**config.mk**
```make
export PLATFORM = sky130hd
export DESIGN_NAME = solver_sequencer
export DESIGN_NICKNAME = d
export VERILOG_FILES = /design/src/rtl/solver_pkg.sv /design/src/rtl/seq_fifo.sv /design/src/rtl/solver_sequencer.sv
export SDC_FILE = /design/constraint.sdc
export NUM_CORES = 1
export LEC_CHECK = 0
export ABC_AREA = 1
export CORE_MARGIN = 2
export CORE_UTILIZATION = 35
export CTS_BUF_LIST = sky130_fd_sc_hd__clkbuf_4
export CTS_CLUSTER_DIAMETER = 80
export DETAILED_ROUTE_END_ITERATION = 8
export SLEW_MARGIN = 20
export SYNTH_ARGS = -nofsm -noshare
export SYNTH_HDL_FRONTEND = slang
export SYNTH_SLANG_ARGS = --single-unit
```
**constraint.sdc**
```tcl
create_clock -name clk -period 3.7 [get_ports clk]
set_clock_uncertainty 0.2 [all_clocks]
set_input_delay 0.555 -clock clk [delete_from_list [all_inputs] [get_ports clk]]
set_output_delay 0.555 -clock clk [all_outputs]
set_load 0.1 [all_outputs]
```
**src/rtl/solver_pkg.sv**
```systemverilog
// Shared definitions for the solver sequencer and the solver it drives:
// opcodes, the idle command byte, response kinds and sequencer FSM states.
package solver_pkg;

    localparam logic [7:0] OP_RST_MODEL  = 8'd0;
    localparam logic [7:0] OP_RST_STATE  = 8'd1;
    localparam logic [7:0] OP_INS_CLAUSE = 8'd2;
    localparam logic [7:0] OP_GET_STATE  = 8'd3;
    localparam logic [7:0] OP_WALK       = 8'd4;
    localparam logic [7:0] IDLE_CMD      = 8'hFF;

    typedef enum logic [1:0] {
        RSP_STATE_BYTE = 2'd0,
        RSP_SAT        = 2'd1,
        RSP_UNSAT      = 2'd2,
        RSP_TIMEOUT    = 2'd3
    } rsp_kind_e;

    typedef enum logic [2:0] {
        S_IDLE,
        S_ISSUE,
        S_READ1,
        S_READ2,
        S_WALK,
        S_RESP
    } state_e;

endpackage

```
**src/rtl/seq_fifo.sv**
```systemverilog
// Request FIFO for the solver sequencer: 32-bit entries {op, a, b, c}.
// Pointers carry one extra wrap bit to tell full from empty. A push while
// full is ignored; a pop while empty is ignored.
module seq_fifo #(
    parameter int FIFO_DEPTH = 4
) (
    input  logic        clk,
    input  logic        rst,
    input  logic        push,
    input  logic [31:0] push_data,
    input  logic        pop,
    output logic [31:0] pop_data,
    output logic        full,
    output logic        empty
);

    localparam int AW = $clog2(FIFO_DEPTH);

    logic [31:0] mem [FIFO_DEPTH];
    logic [AW:0] wr_ptr;
    logic [AW:0] rd_ptr;
    logic        do_push;
    logic        do_pop;

    assign empty    = (wr_ptr == rd_ptr);
    assign full     = (wr_ptr[AW] != rd_ptr[AW]) && (wr_ptr[AW-1:0] == rd_ptr[AW-1:0]);
    assign do_push  = push && !full;
    assign do_pop   = pop && !empty;
    assign pop_data = mem[rd_ptr[AW-1:0]];

    // Pointer update; reset empties the FIFO.
    always_ff @(posedge clk or posedge rst) begin
        if (rst) begin
            wr_ptr <= '0;
            rd_ptr <= '0;
        end else begin
            if (do_push) wr_ptr <= wr_ptr + 1'b1;
            if (do_pop)  rd_ptr <= rd_ptr + 1'b1;
        end
    end

    // Storage write; contents need no reset since the pointers gate them.
    always_ff @(posedge clk) begin
        if (do_push) mem[wr_ptr[AW-1:0]] <= push_data;
    end

endmodule

```
**src/rtl/solver_sequencer.sv**
```systemverilog
// Solver sequencer: queues host requests and drives them onto the solver
// command/operand bus, returning STATE_BYTE / SAT / UNSAT / TIMEOUT responses.
// Optional feature: define SOLVER_SEQ_STATS_EN to add walk_cycles, a
// saturating count of cycles with sol_cmd = WALK since reset.
module solver_sequencer
    import solver_pkg::*;
#(
    parameter int FIFO_DEPTH = 4,
    parameter int WALK_MAX   = 1024
) (
    input  logic        clk,
    input  logic        rst,
    input  logic        req_valid,
    output logic        req_ready,
    input  logic [7:0]  req_op,
    input  logic [7:0]  req_a,
    input  logic [7:0]  req_b,
    input  logic [7:0]  req_c,
    output logic        rsp_valid,
    output logic [1:0]  rsp_kind,
    output logic [7:0]  rsp_data,
    output logic        busy,
    output logic [7:0]  sol_cmd,
    output logic [7:0]  sol_bus_a,
    output logic [7:0]  sol_bus_b,
    output logic [7:0]  sol_bus_c,
    input  logic        sol_sat,
    input  logic        sol_unsat,
    input  logic [7:0]  sol_exbus
`ifdef SOLVER_SEQ_STATS_EN
    ,
    output logic [31:0] walk_cycles
`endif
);

    localparam logic [15:0] WALK_LIMIT = 16'(WALK_MAX);

    state_e      state_q, state_n;
    logic [7:0]  op_q, op_n;
    logic [15:0] walk_cnt, walk_cnt_n;
    logic [7:0]  cmd_n, bus_a_n, bus_b_n, bus_c_n;
    logic        rsp_valid_n;
    rsp_kind_e   rsp_kind_q, rsp_kind_n;
    logic [7:0]  rsp_data_n;

    logic        fifo_push, fifo_pop, fifo_full, fifo_empty;
    logic [31:0] head;
    logic [7:0]  head_op;

    // Ready depends only on registered FIFO state, so a pop while full
    // frees the slot for the following cycle.
    assign req_ready = !fifo_full && !rst;
    assign fifo_push = req_valid && req_ready;
    assign head_op   = head[31:24];
    assign busy      = !fifo_empty || (state_q != S_IDLE);
    assign rsp_kind  = rsp_kind_q;

    seq_fifo #(.FIFO_DEPTH(FIFO_DEPTH)) u_fifo (
        .clk       (clk),
        .rst       (rst),
        .push      (fifo_push),
        .push_data ({req_op, req_a, req_b, req_c}),
        .pop       (fifo_pop),
        .pop_data  (head),
        .full      (fifo_full),
        .empty     (fifo_empty)
    );

    // Next-state and next registered solver/response drive.
    always_comb begin
        state_n     = state_q;
        op_n        = op_q;
        walk_cnt_n  = walk_cnt;
        cmd_n       = IDLE_CMD;
        bus_a_n     = sol_bus_a;
        bus_b_n     = sol_bus_b;
        bus_c_n     = sol_bus_c;
        rsp_valid_n = 1'b0;
        rsp_kind_n  = RSP_STATE_BYTE;
        rsp_data_n  = 8'd0;
        fifo_pop    = 1'b0;
        case (state_q)
            S_IDLE: begin
                if (!fifo_empty) begin
                    fifo_pop = 1'b1;
                    // Unknown opcodes are dropped here without touching the bus.
                    if (head_op <= OP_WALK) begin
                        op_n    = head_op;
                        cmd_n   = head_op;
                        bus_a_n = head[23:16];
                        bus_b_n = head[15:8];
                        bus_c_n = head[7:0];
                        if (head_op == OP_WALK) begin
                            state_n    = S_WALK;
                            walk_cnt_n = 16'd1;
                        end else begin
                            state_n = S_ISSUE;
                        end
                    end
                end
            end
            S_ISSUE: begin
                state_n = (op_q == OP_GET_STATE) ? S_READ1 : S_IDLE;
            end
            S_READ1: begin
                // Readback is valid one cycle after the GET_STATE command.
                state_n     = S_READ2;
                rsp_valid_n = 1'b1;
                rsp_kind_n  = RSP_STATE_BYTE;
                rsp_data_n  = sol_exbus;
            end
            S_READ2: begin
                state_n = S_IDLE;
            end
            S_WALK: begin
                if (sol_sat) begin
                    state_n     = S_RESP;
                    rsp_valid_n = 1'b1;
                    rsp_kind_n  = RSP_SAT;
                end else if (sol_unsat) begin
                    state_n     = S_RESP;
                    rsp_valid_n = 1'b1;
                    rsp_kind_n  = RSP_UNSAT;
                end else if (walk_cnt == WALK_LIMIT) begin
                    state_n     = S_RESP;
                    rsp_valid_n = 1'b1;
                    rsp_kind_n  = RSP_TIMEOUT;
                end else begin
                    walk_cnt_n = walk_cnt + 16'd1;
                    cmd_n      = OP_WALK;
                end
            end
            S_RESP: begin
                state_n = S_IDLE;
            end
            default: begin
                state_n = S_IDLE;
            end
        endcase
    end

    // State, solver drive and response registers.
    always_ff @(posedge clk or posedge rst) begin
        if (rst) begin
            state_q    <= S_IDLE;
            op_q       <= 8'd0;
            walk_cnt   <= 16'd0;
            sol_cmd    <= IDLE_CMD;
            sol_bus_a  <= 8'd0;
            sol_bus_b  <= 8'd0;
            sol_bus_c  <= 8'd0;
            rsp_valid  <= 1'b0;
            rsp_kind_q <= RSP_STATE_BYTE;
            rsp_data   <= 8'd0;
        end else begin
            state_q    <= state_n;
            op_q       <= op_n;
            walk_cnt   <= walk_cnt_n;
            sol_cmd    <= cmd_n;
            sol_bus_a  <= bus_a_n;
            sol_bus_b  <= bus_b_n;
            sol_bus_c  <= bus_c_n;
            rsp_valid  <= rsp_valid_n;
            rsp_kind_q <= rsp_kind_n;
            rsp_data   <= rsp_data_n;
        end
    end

`ifdef SOLVER_SEQ_STATS_EN
    // Saturating count of cycles spent driving WALK.
    always_ff @(posedge clk or posedge rst) begin
        if (rst) begin
            walk_cycles <= 32'd0;
        end else if ((sol_cmd == OP_WALK) && (walk_cycles != 32'hFFFF_FFFF)) begin
            walk_cycles <= walk_cycles + 32'd1;
        end
    end
`endif

endmodule

```
==> results.rst, run 1 <==
.. list-table::
   :header-rows: 1

   * - Metric
     - Value
   * - Normalized max-slew margin
     - 0.342
   * - Number of setup violations in the final report
     - 0
   * - Area share of the largest cell type after synthesis
     - 0.464
   * - FILL cells
     - between 2000 and 2500
   * - Total number of nets in the final design
     - 937
   * - Area inside the core boundary
     - between 20000 and 25000 sq um
   * - Peak fanout along the critical path
     - 1
   * - Pin count of the biggest net entering global routing
     - 48
   * - Antenna-violating nets left
     - 0
   * - First-pass GRT wire length
     - 28.6 mm
   * - Period minus WS final
     - 3.06 ns
   * - Weighted congestion at the end of routability-driven global placement
     - roughly 0.85
   * - Syn_area_per_cell
     - ~11 sq um
   * - #FFs+latches synth
     - 204
   * - Total power
     - around 8 mW
   * - Critical path class
     - reg2out
   * - Critical path buffers and inverters
     - 1
   * - Critical Path Max Stage Delay
     - roughly 1.1 ns
   * - Leading area contributor after synthesis
     - sky130_fd_sc_hd__edfxtp_1
   * - Routed wire per std cell
     - around 14 um
   * - Largest cells by area after synthesis
     - sky130_fd_sc_hd__edfxtp_1 46%, sky130_fd_sc_hd__dfrtp_1 21%, sky130_fd_sc_hd__nand2_1 8.6%
   * - CTS clk-pin slew, worst paths
     - around 0.07 ns
   * - Worst Setup End Kind
     - output port
   * - Post-CTS Setup Bufs
     - 0
   * - Detailed-placement wirelength estimate
     - 10.5 mm
   * - Fraction of synthesized cell area in xor and xnor cells
     - 0.00952
   * - Initial standard-cell utilization of the core
     - 0.355
   * - Sequential fraction of the synthesis area
     - 0.695
   * - LEAKAGE
     - between 4 and 5 nW
   * - Combinational family with the most area after synthesis
     - simple AND/OR/NAND/NOR gates
   * - Area of the mapped netlist
     - around 8300 sq um
   * - Count of H-tree levels built during CTS
     - 2
   * - CTS Sinks
     - between 200 and 250
   * - Count of unresolved DRC violations after routing
     - 0
   * - Total iterations of the first detailed-routing run
     - 5
   * - Initial antenna violation count
     - 1
   * - Post-Syn Instances
     - ~760
   * - CP Launch Type
     - register
   * - Simple-gate share of the synthesized area
     - 0.171
   * - Pwr/cell area
     - roughly 790 nW/um^2
   * - Number of rows created at floorplan
     - 56
   * - Tightest Pin Transition
     - a little under 1 ns
   * - Post-Syn Nets
     - ~800
   * - Total via count after detailed routing
     - around 5600
   * - List of cells traversed by the critical path
     - clkdlybuf4s50_1
   * - Post-synth cell types
     - 32
   * - Adder and majority cell fraction of the synthesized area
     - 0.0106
   * - Count of maximum capacitance violations
     - 0
   * - CTS tree
     - built
   * - Overall die width
     - approximately 160 um
   * - EDFF count, synth
     - ~130
   * - Latest clock arrival within the worst-skew pair
     - between 0.6 and 0.7 ns
   * - Data arrival time of the critical path
     - around 2.3 ns
   * - Fraction of final layout cells sized beyond drive strength 1
     - 0.136
   * - Detailed-route vias per instance
     - approximately 4.5
   * - Warnings from Yosys
     - 0
   * - Synthesis-to-finish area growth
     - 24.1%
   * - Post-synthesis mux area share
     - 0
   * - Number of hold violations in the final report
     - 0
   * - Worst IR drop on VDD
     - around 0.9 mV
   * - Buffers added on ports
     - between 80 and 90
   * - Max-slew violations
     - 0
   * - Die area
     - roughly 25000 sq um
   * - Quantity of hold-fixing buffers added after cts
     - 0
   * - Crit-path slowest cell
     - sky130_fd_sc_hd__clkdlybuf4s50_1
   * - RSZ-0062 raised after global routing
     - false
   * - Vertical die dimension
     - about 160 um
   * - Hold/Removal Path Class
     - in2async
   * - Grt ovf
     - 0
   * - Critical path required time
     - ~2.9 ns
   * - TritonCTS buffer count
     - 53
   * - Proportion of register bits with asynchronous set or reset after synthesis
     - 0.373
   * - Ratio of final minimum period to clock period
     - 0.828
   * - Root Buffer
     - sky130_fd_sc_hd__clkbuf_4
   * - Complex-gate fraction of the synthesized area
     - 0.0666
   * - Cells resized by post-CTS repair
     - 0
   * - Number of buffers between clock root and the deepest sink
     - 3
   * - Number of global-route vias before repair
     - roughly 5600
   * - Result of the run
     - finished clean
   * - Count of routing violations after the opening detailed-route iteration
     - ~330
   * - Number of top-level pins
     - 90
   * - All-layer global routing usage
     - 0.146
   * - Top Family by Delay on Critical Path
     - buffers and inverters
   * - Total detailed-routing wirelength
     - around 18 mm
   * - Sum of negative setup slack
     - 0 ns
   * - Timing-limited maximum frequency
     - ~330 MHz
   * - Top_reg_cell synth
     - sky130_fd_sc_hd__edfxtp_1
metrics by stage:
stage	std cells	setup WS [ns]	area (sq um)	hold WS [ns]	utilization
5_1_grt	1249	0.542	10300	0.173	0.440
4_1_cts	1248	0.590	10300	0.164	0.440
3_3_place_gp	1149	0.841	9560	0.247	0.410
2_1_floorplan	759	0.0673	8320	0.229	-
6_report	1249	0.636	10300	0.177	0.440
3_5_place_dp	1149	0.831	9560	0.254	0.410
logic make-up after synthesis:
kind of cell	after synthesis
adders and majority gates	7
and+or+nand+nor	350
DFF	204
xor gates and xnor gates	9
AOI/OAI and AO/OA	99
buffers and inverters	90
power breakdown:
group	internal (mW)	leakage [nW]	switching (mW)
Clock	1.07	0.421	0.900
Sequential	2.83	2.16	0.146
Combinational	0.789	1.60	2.38
state kept, by name, summed over array words and instances (netlist names):
name,count
state_q,3
rsp_data,8
rsp_valid,1
rsp_kind,2
u_fifo.wr_ptr,3
sol_bus_a,8
op_q,8
sol_bus_b,8
sol_cmd,8
u_fifo.rd_ptr,3
u_fifo.mem,128
sol_bus_c,8
walk_cnt,16
area by class of cell:
cell class	count	area [sq um]	area share
well taps	319	399	0.0389
diodes	1	2.50	0.000244
flip-flops and latches	204	5760	0.560
clock buffers	81	608	0.0592
repair buffers	104	1020	0.0994
clock inverters	18	100	0.00974
inverters	57	219	0.0213
multi-input cells	465	2170	0.211
Yosys cell counts (4+ instances only):
cell type and count:
sky130_fd_sc_hd__buf_4 7, sky130_fd_sc_hd__nand3_1 47, sky130_fd_sc_hd__nor3_1 9, sky130_fd_sc_hd__xor2_1 5
sky130_fd_sc_hd__nand2_1 189, sky130_fd_sc_hd__o21ai_0 60, sky130_fd_sc_hd__edfxtp_1 128, sky130_fd_sc_hd__nor2_1 94
sky130_fd_sc_hd__o22ai_1 24, sky130_fd_sc_hd__nand4_1 5, sky130_fd_sc_hd__buf_2 7, sky130_fd_sc_hd__ha_1 7
sky130_fd_sc_hd__dfrtp_1 68, sky130_fd_sc_hd__inv_1 54, sky130_fd_sc_hd__xnor2_1 4, sky130_fd_sc_hd__clkbuf_1 16
sky130_fd_sc_hd__a21oi_1 8, sky130_fd_sc_hd__dfstp_2 8
metal layers:
layer / routed length [um] / global-route usage / part of all wire
met1: 7930 / 0.185 / 0.45
met2: 8420 / 0.243 / 0.47
met3: 1040 / 0.0339 / 0.058
met4: 423 / 0.0589 / 0.024
met5: 0 / 0 / 0
final timing paths:
check / slack (ns) / cells past startpoint / startpoint / endpoint
worst max-delay path: 0.64 / 1 / sol_cmd[7]$_DFF_PP1_ / sol_cmd[7]
worst min-delay path: 0.18 / 3 / rst / op_q[6]$_DFFE_PP0P_
worst max register to register: 0.92 / 13 / u_fifo.rd_ptr[1]$_DFFE_PP0P_ / walk_cnt[13]$_DFFE_PP0P_
worst min register to register: 0.27 / 1 / op_q[5]$_DFFE_PP0P_ / state_q[1]$_DFFE_PP0P_
max in group asynchronous: 2.09 / 4 / rst / walk_cnt[12]$_DFFE_PP0P_
min in group clk: 0.21 / 3 / sol_exbus[2] / rsp_data[2]$_DFF_PP0_
cells in the final DEF (no fill, tap or decap):
| master | synthesis | layout |
|---|---|---|
| sky130_fd_sc_hd__clkdlybuf4s50_1 | 0 | 86 |
| sky130_fd_sc_hd__clkinv_1 | 0 | 14 |
| sky130_fd_sc_hd__nand2_4 | 1 | 1 |
| sky130_fd_sc_hd__dfstp_2 | 8 | 8 |
| sky130_fd_sc_hd__clkbuf_4 | 0 | 81 |
| sky130_fd_sc_hd__buf_12 | 0 | 2 |
| sky130_fd_sc_hd__clkinvlp_4 | 0 | 1 |
| sky130_fd_sc_hd__a21oi_1 | 8 | 8 |
| sky130_fd_sc_hd__inv_1 | 54 | 52 |
| sky130_fd_sc_hd__o21ai_0 | 60 | 60 |
| sky130_fd_sc_hd__o41ai_1 | 1 | 1 |
| sky130_fd_sc_hd__o211ai_1 | 1 | 1 |
| sky130_fd_sc_hd__o21a_1 | 2 | 2 |
| sky130_fd_sc_hd__diode_2 | 0 | 1 |
| sky130_fd_sc_hd__edfxtp_1 | 128 | 128 |
| sky130_fd_sc_hd__inv_2 | 2 | 4 |
| sky130_fd_sc_hd__a31oi_1 | 1 | 1 |
| sky130_fd_sc_hd__clkinv_2 | 1 | 2 |
| sky130_fd_sc_hd__ha_1 | 7 | 7 |
| sky130_fd_sc_hd__xnor2_1 | 4 | 4 |
| sky130_fd_sc_hd__nor3b_1 | 2 | 2 |
| sky130_fd_sc_hd__nand3_1 | 47 | 47 |
| sky130_fd_sc_hd__dfrtp_2 | 0 | 1 |
| sky130_fd_sc_hd__bufinv_16 | 0 | 1 |
| sky130_fd_sc_hd__xor2_1 | 5 | 5 |
| sky130_fd_sc_hd__nand4_1 | 5 | 5 |
| sky130_fd_sc_hd__o22ai_1 | 24 | 24 |
| sky130_fd_sc_hd__nand2_2 | 1 | 1 |
| sky130_fd_sc_hd__a22oi_1 | 1 | 1 |
| sky130_fd_sc_hd__nor3_1 | 9 | 9 |
| sky130_fd_sc_hd__a21oi_4 | 1 | 1 |
| sky130_fd_sc_hd__dfrtp_1 | 68 | 67 |
| sky130_fd_sc_hd__nand2_1 | 189 | 189 |
| sky130_fd_sc_hd__nor2_1 | 94 | 90 |
| sky130_fd_sc_hd__nor2_4 | 0 | 4 |
| sky130_fd_sc_hd__inv_6 | 0 | 1 |
| sky130_fd_sc_hd__buf_4 | 7 | 16 |
| sky130_fd_sc_hd__nor2_2 | 2 | 2 |
worst register-to-register path, stage by stage, from the launching register on:
cell and delay (ns):
sky130_fd_sc_hd__dfrtp_1 0.34, sky130_fd_sc_hd__buf_4 0.24, sky130_fd_sc_hd__clkinv_2 0.47, sky130_fd_sc_hd__nand3_1 0.28, sky130_fd_sc_hd__nand2_1 0.09, sky130_fd_sc_hd__nand2_1 0.08
sky130_fd_sc_hd__nor2_2 0.05, sky130_fd_sc_hd__nand2_1 0.08, sky130_fd_sc_hd__nand2_1 0.07, sky130_fd_sc_hd__nand2_1 0.10, sky130_fd_sc_hd__nand2_2 0.25, sky130_fd_sc_hd__nand2_4 0.30
sky130_fd_sc_hd__nand2_1 0.07, sky130_fd_sc_hd__nand2_1 0.06
No activity file was read; power rests on OpenSTA's default activity.
==> inputs of run 2 (changes only) <==
==> constraint.sdc (replaced) <==
create_clock -name clk -period 2.7 [get_ports clk]
set_clock_uncertainty 0.2 [all_clocks]
set_input_delay 0.405 -clock clk [delete_from_list [all_inputs] [get_ports clk]]
set_output_delay 0.405 -clock clk [all_outputs]
set_load 0.1 [all_outputs]
==> results.rst, run 2 (synthesized netlist as in run 1, its figures left out) <==
.. list-table::
   :header-rows: 1

   * - Metric
     - Value
   * - First-pass GRT wire length
     - 29.2 mm (+2.4%)
   * - Number of setup violations in the final report
     - 0 (unchanged)
   * - Hold-critical path depth
     - 3
   * - Reg-to-reg endpoint
     - walk_cnt[11]$_DFFE_PP0P_
   * - Sum of negative setup slack
     - 0 ns (unchanged)
   * - Synthesis-to-finish area growth
     - 25.1%
   * - Peak fanout along the critical path
     - 18 (+17)
   * - Ratio of final minimum period to clock period
     - 0.948
   * - Critical path class
     - reg2out
   * - Hold slack
     - 0.0948 ns (-0.0819 ns)
   * - Detailed-route vias per instance
     - 4.58 (+1.5%)
   * - Root Buffer
     - sky130_fd_sc_hd__clkbuf_4
   * - Die area
     - 24900 sq um (unchanged)
   * - All-layer global routing usage
     - 0.150 (+0.00399)
   * - Critical path required time
     - 2.10 ns (-0.84 ns)
   * - Worst IR drop on VDD
     - 0.858 mV (-4.7%)
   * - Worst R2R Path Depth
     - 12 (-1)
   * - Number of hold violations in the final report
     - 0 (unchanged)
   * - CP startpoint
     - u_fifo.rd_ptr[1]$_DFFE_PP0P_
   * - Final non-filler cell total
     - 1262 (+1.0%)
   * - Number of top-level pins
     - 90 (unchanged)
   * - Flip-flop count of the largest register, all copies and words added
     - 128 (unchanged)
   * - CTS tree
     - built
   * - Weighted congestion at the end of routability-driven global placement
     - 0.856 (+0.23%)
   * - Quantity of hold-fixing buffers added after cts
     - 0 (unchanged)
   * - Pwr/cell area
     - 1080 nW/um^2 (+37%)
   * - Hold endpoint
     - rsp_data[0]$_DFF_PP0_
   * - CTS Sinks
     - 204 (unchanged)
   * - LEAKAGE
     - 4.33 nW (+3.8%)
   * - Total detailed-routing wirelength
     - 18.2 mm (+2.4%)
   * - Count of maximum capacitance violations
     - 0 (unchanged)
   * - Fraction of final layout cells sized beyond drive strength 1
     - 0.199 (+0.0631)
   * - Fin worst setup slack
     - 0.141 ns (-0.495 ns)
   * - Timing-limited maximum frequency
     - between 300 and 400 MHz
   * - Routed wire per std cell
     - 14.5 um (+1.4%)
   * - Total power
     - 11.2 mW (+38%)
   * - Overall die width
     - 158 um (unchanged)
   * - Period minus WS final
     - around 2.6 ns
   * - Initial antenna violation count
     - 1 (unchanged)
   * - Dpl cells
     - 1159 (+0.87%)
   * - Worst Hold Launch
     - sol_exbus[0]
   * - Number of global-route vias before repair
     - 5798 (+2.8%)
   * - Number of rows created at floorplan
     - 56 (unchanged)
   * - Hold/Removal Path Class
     - in2reg
   * - Initial standard-cell utilization of the core
     - 0.355 (unchanged)
   * - Worst Setup End Kind
     - output port
   * - Tightest Pin Transition
     - 0.722 ns (-0.262 ns)
   * - Buffers added on ports
     - 89 (unchanged)
   * - Total cell area at the placement stage
     - 9600 sq um (+0.39%)
   * - Leading cell type in the layout, fill and taps excluded
     - sky130_fd_sc_hd__nand2_1
   * - Area of all placed cells without fillers
     - 10400 sq um (+0.85%)
   * - CP Launch Type
     - register
   * - Total iterations of the first detailed-routing run
     - 4 (-1)
   * - FF-to-FF Start
     - u_fifo.rd_ptr[0]$_DFFE_PP0P_
   * - R2r setup slk
     - 0.28 ns (-0.64 ns)
   * - Result of the run
     - finished clean
   * - Latest clock arrival within the worst-skew pair
     - 0.65 ns (-0.02 ns)
   * - Vertical die dimension
     - 158 um (unchanged)
   * - Area inside the core boundary
     - 23300 sq um (unchanged)
   * - Antenna-violating nets left
     - 0 (unchanged)
   * - Data arrival time of the critical path
     - 1.95 ns (-0.36 ns)
   * - Detailed-placement wirelength estimate
     - 11.2 mm (+6.6%)
   * - Count of H-tree levels built during CTS
     - 2 (unchanged)
   * - Max-slew violations
     - 0 (unchanged)
   * - Highest-count cells in the layout ignoring fill and taps
     - 188 x sky130_fd_sc_hd__nand2_1, 128 x sky130_fd_sc_hd__edfxtp_1, 90 x sky130_fd_sc_hd__nor2_1
   * - TritonCTS buffer count
     - 52 (-1.9%)
   * - Normalized max-slew margin
     - 0.519 (+0.177)
   * - Final cell utilization of the core
     - 0.444 (+0.00375)
   * - Total via count after detailed routing
     - 5783 (+2.5%)
   * - Post-place setup slack
     - 0.260 ns (-0.570 ns)
   * - CTS clk-pin slew, worst paths
     - 0.06 ns (about the same)
   * - Pin count of the biggest net entering global routing
     - 77 (+60%)
   * - Number of buffers between clock root and the deepest sink
     - 3 (unchanged)
   * - Grt ovf
     - 0 (unchanged)
   * - Count of routing violations after the opening detailed-route iteration
     - 417 (+27%)
   * - Total number of nets in the final design
     - 951 (+1.5%)
   * - Count of unresolved DRC violations after routing
     - 0 (unchanged)
run 2: cell types whose count changed in the layout (fill, tap and decap cells not counted), moves of 2 or more:
cell,before,now
sky130_fd_sc_hd__buf_4,16,68
sky130_fd_sc_hd__clkdlybuf4s50_1,86,44
sky130_fd_sc_hd__clkinv_2,2,7
sky130_fd_sc_hd__clkbuf_4,81,77
sky130_fd_sc_hd__buf_12,2,5
sky130_fd_sc_hd__clkinv_1,14,11
sky130_fd_sc_hd__inv_2,4,2
sky130_fd_sc_hd__xnor2_1,4,2
run 2: worst max path at each step:
| stage | endpoint | slack [ns] |
|---|---|---|
| final | req_ready | 0.14 |
| after global routing | req_ready | -0.0006 |
| after CTS | req_ready | 0.009 |
| after detailed placement | walk_cnt[1]$_DFFE_PP0P_ | 0.26 |
| after global placement | walk_cnt[14]$_DFFE_PP0P_ | 0.33 |
| after floorplan | u_fifo.mem[3][0]$_DFFE_PP_ | -0.24 |
run 2: power by group:
part           switching [mW]  leakage, nW  internal [mW]
Combinational            3.29         1.77           1.25
Sequential              0.246         2.15           3.88
Clock                    1.23        0.404           1.32
run 2: final cells by class:
cell class / instances / area (sq um)
diodes: 2 / 5.00
fillers: 2207 / 13000
inverters: 57 / 233
clock buffers: 77 / 578
multi-input cells: 465 / 2210
clock inverters: 19 / 88.8
flip-flops and latches: 204 / 5760
well taps: 319 / 399
repair buffers: 119 / 1090
run 2: critical path: stages, from the launching register on:
cell	delay, ns
sky130_fd_sc_hd__dfrtp_2	0.44
sky130_fd_sc_hd__buf_12	0.17
sky130_fd_sc_hd__xnor2_4	0.17
sky130_fd_sc_hd__nand2_1	0.07
sky130_fd_sc_hd__o21ai_1	0.12
sky130_fd_sc_hd__bufinv_8	0.21
sky130_fd_sc_hd__buf_12	0.16
run 2: timing repair:
action | 4_1_cts | 5_1_grt
cloned | 0 | 1
buffers inserted | 0 | 4
endpoints found under the setup margin | 2 | 19
resized for setup | 2 | 3
run 2: metal layers:
layer	GRT usage	up-vias	wire, um
met5	0	-	0
met4	0.0515	0	325
met3	0.0430	26	1270
met2	0.247	171	8460
met1	0.191	2704	8190
li1	-	2882	-
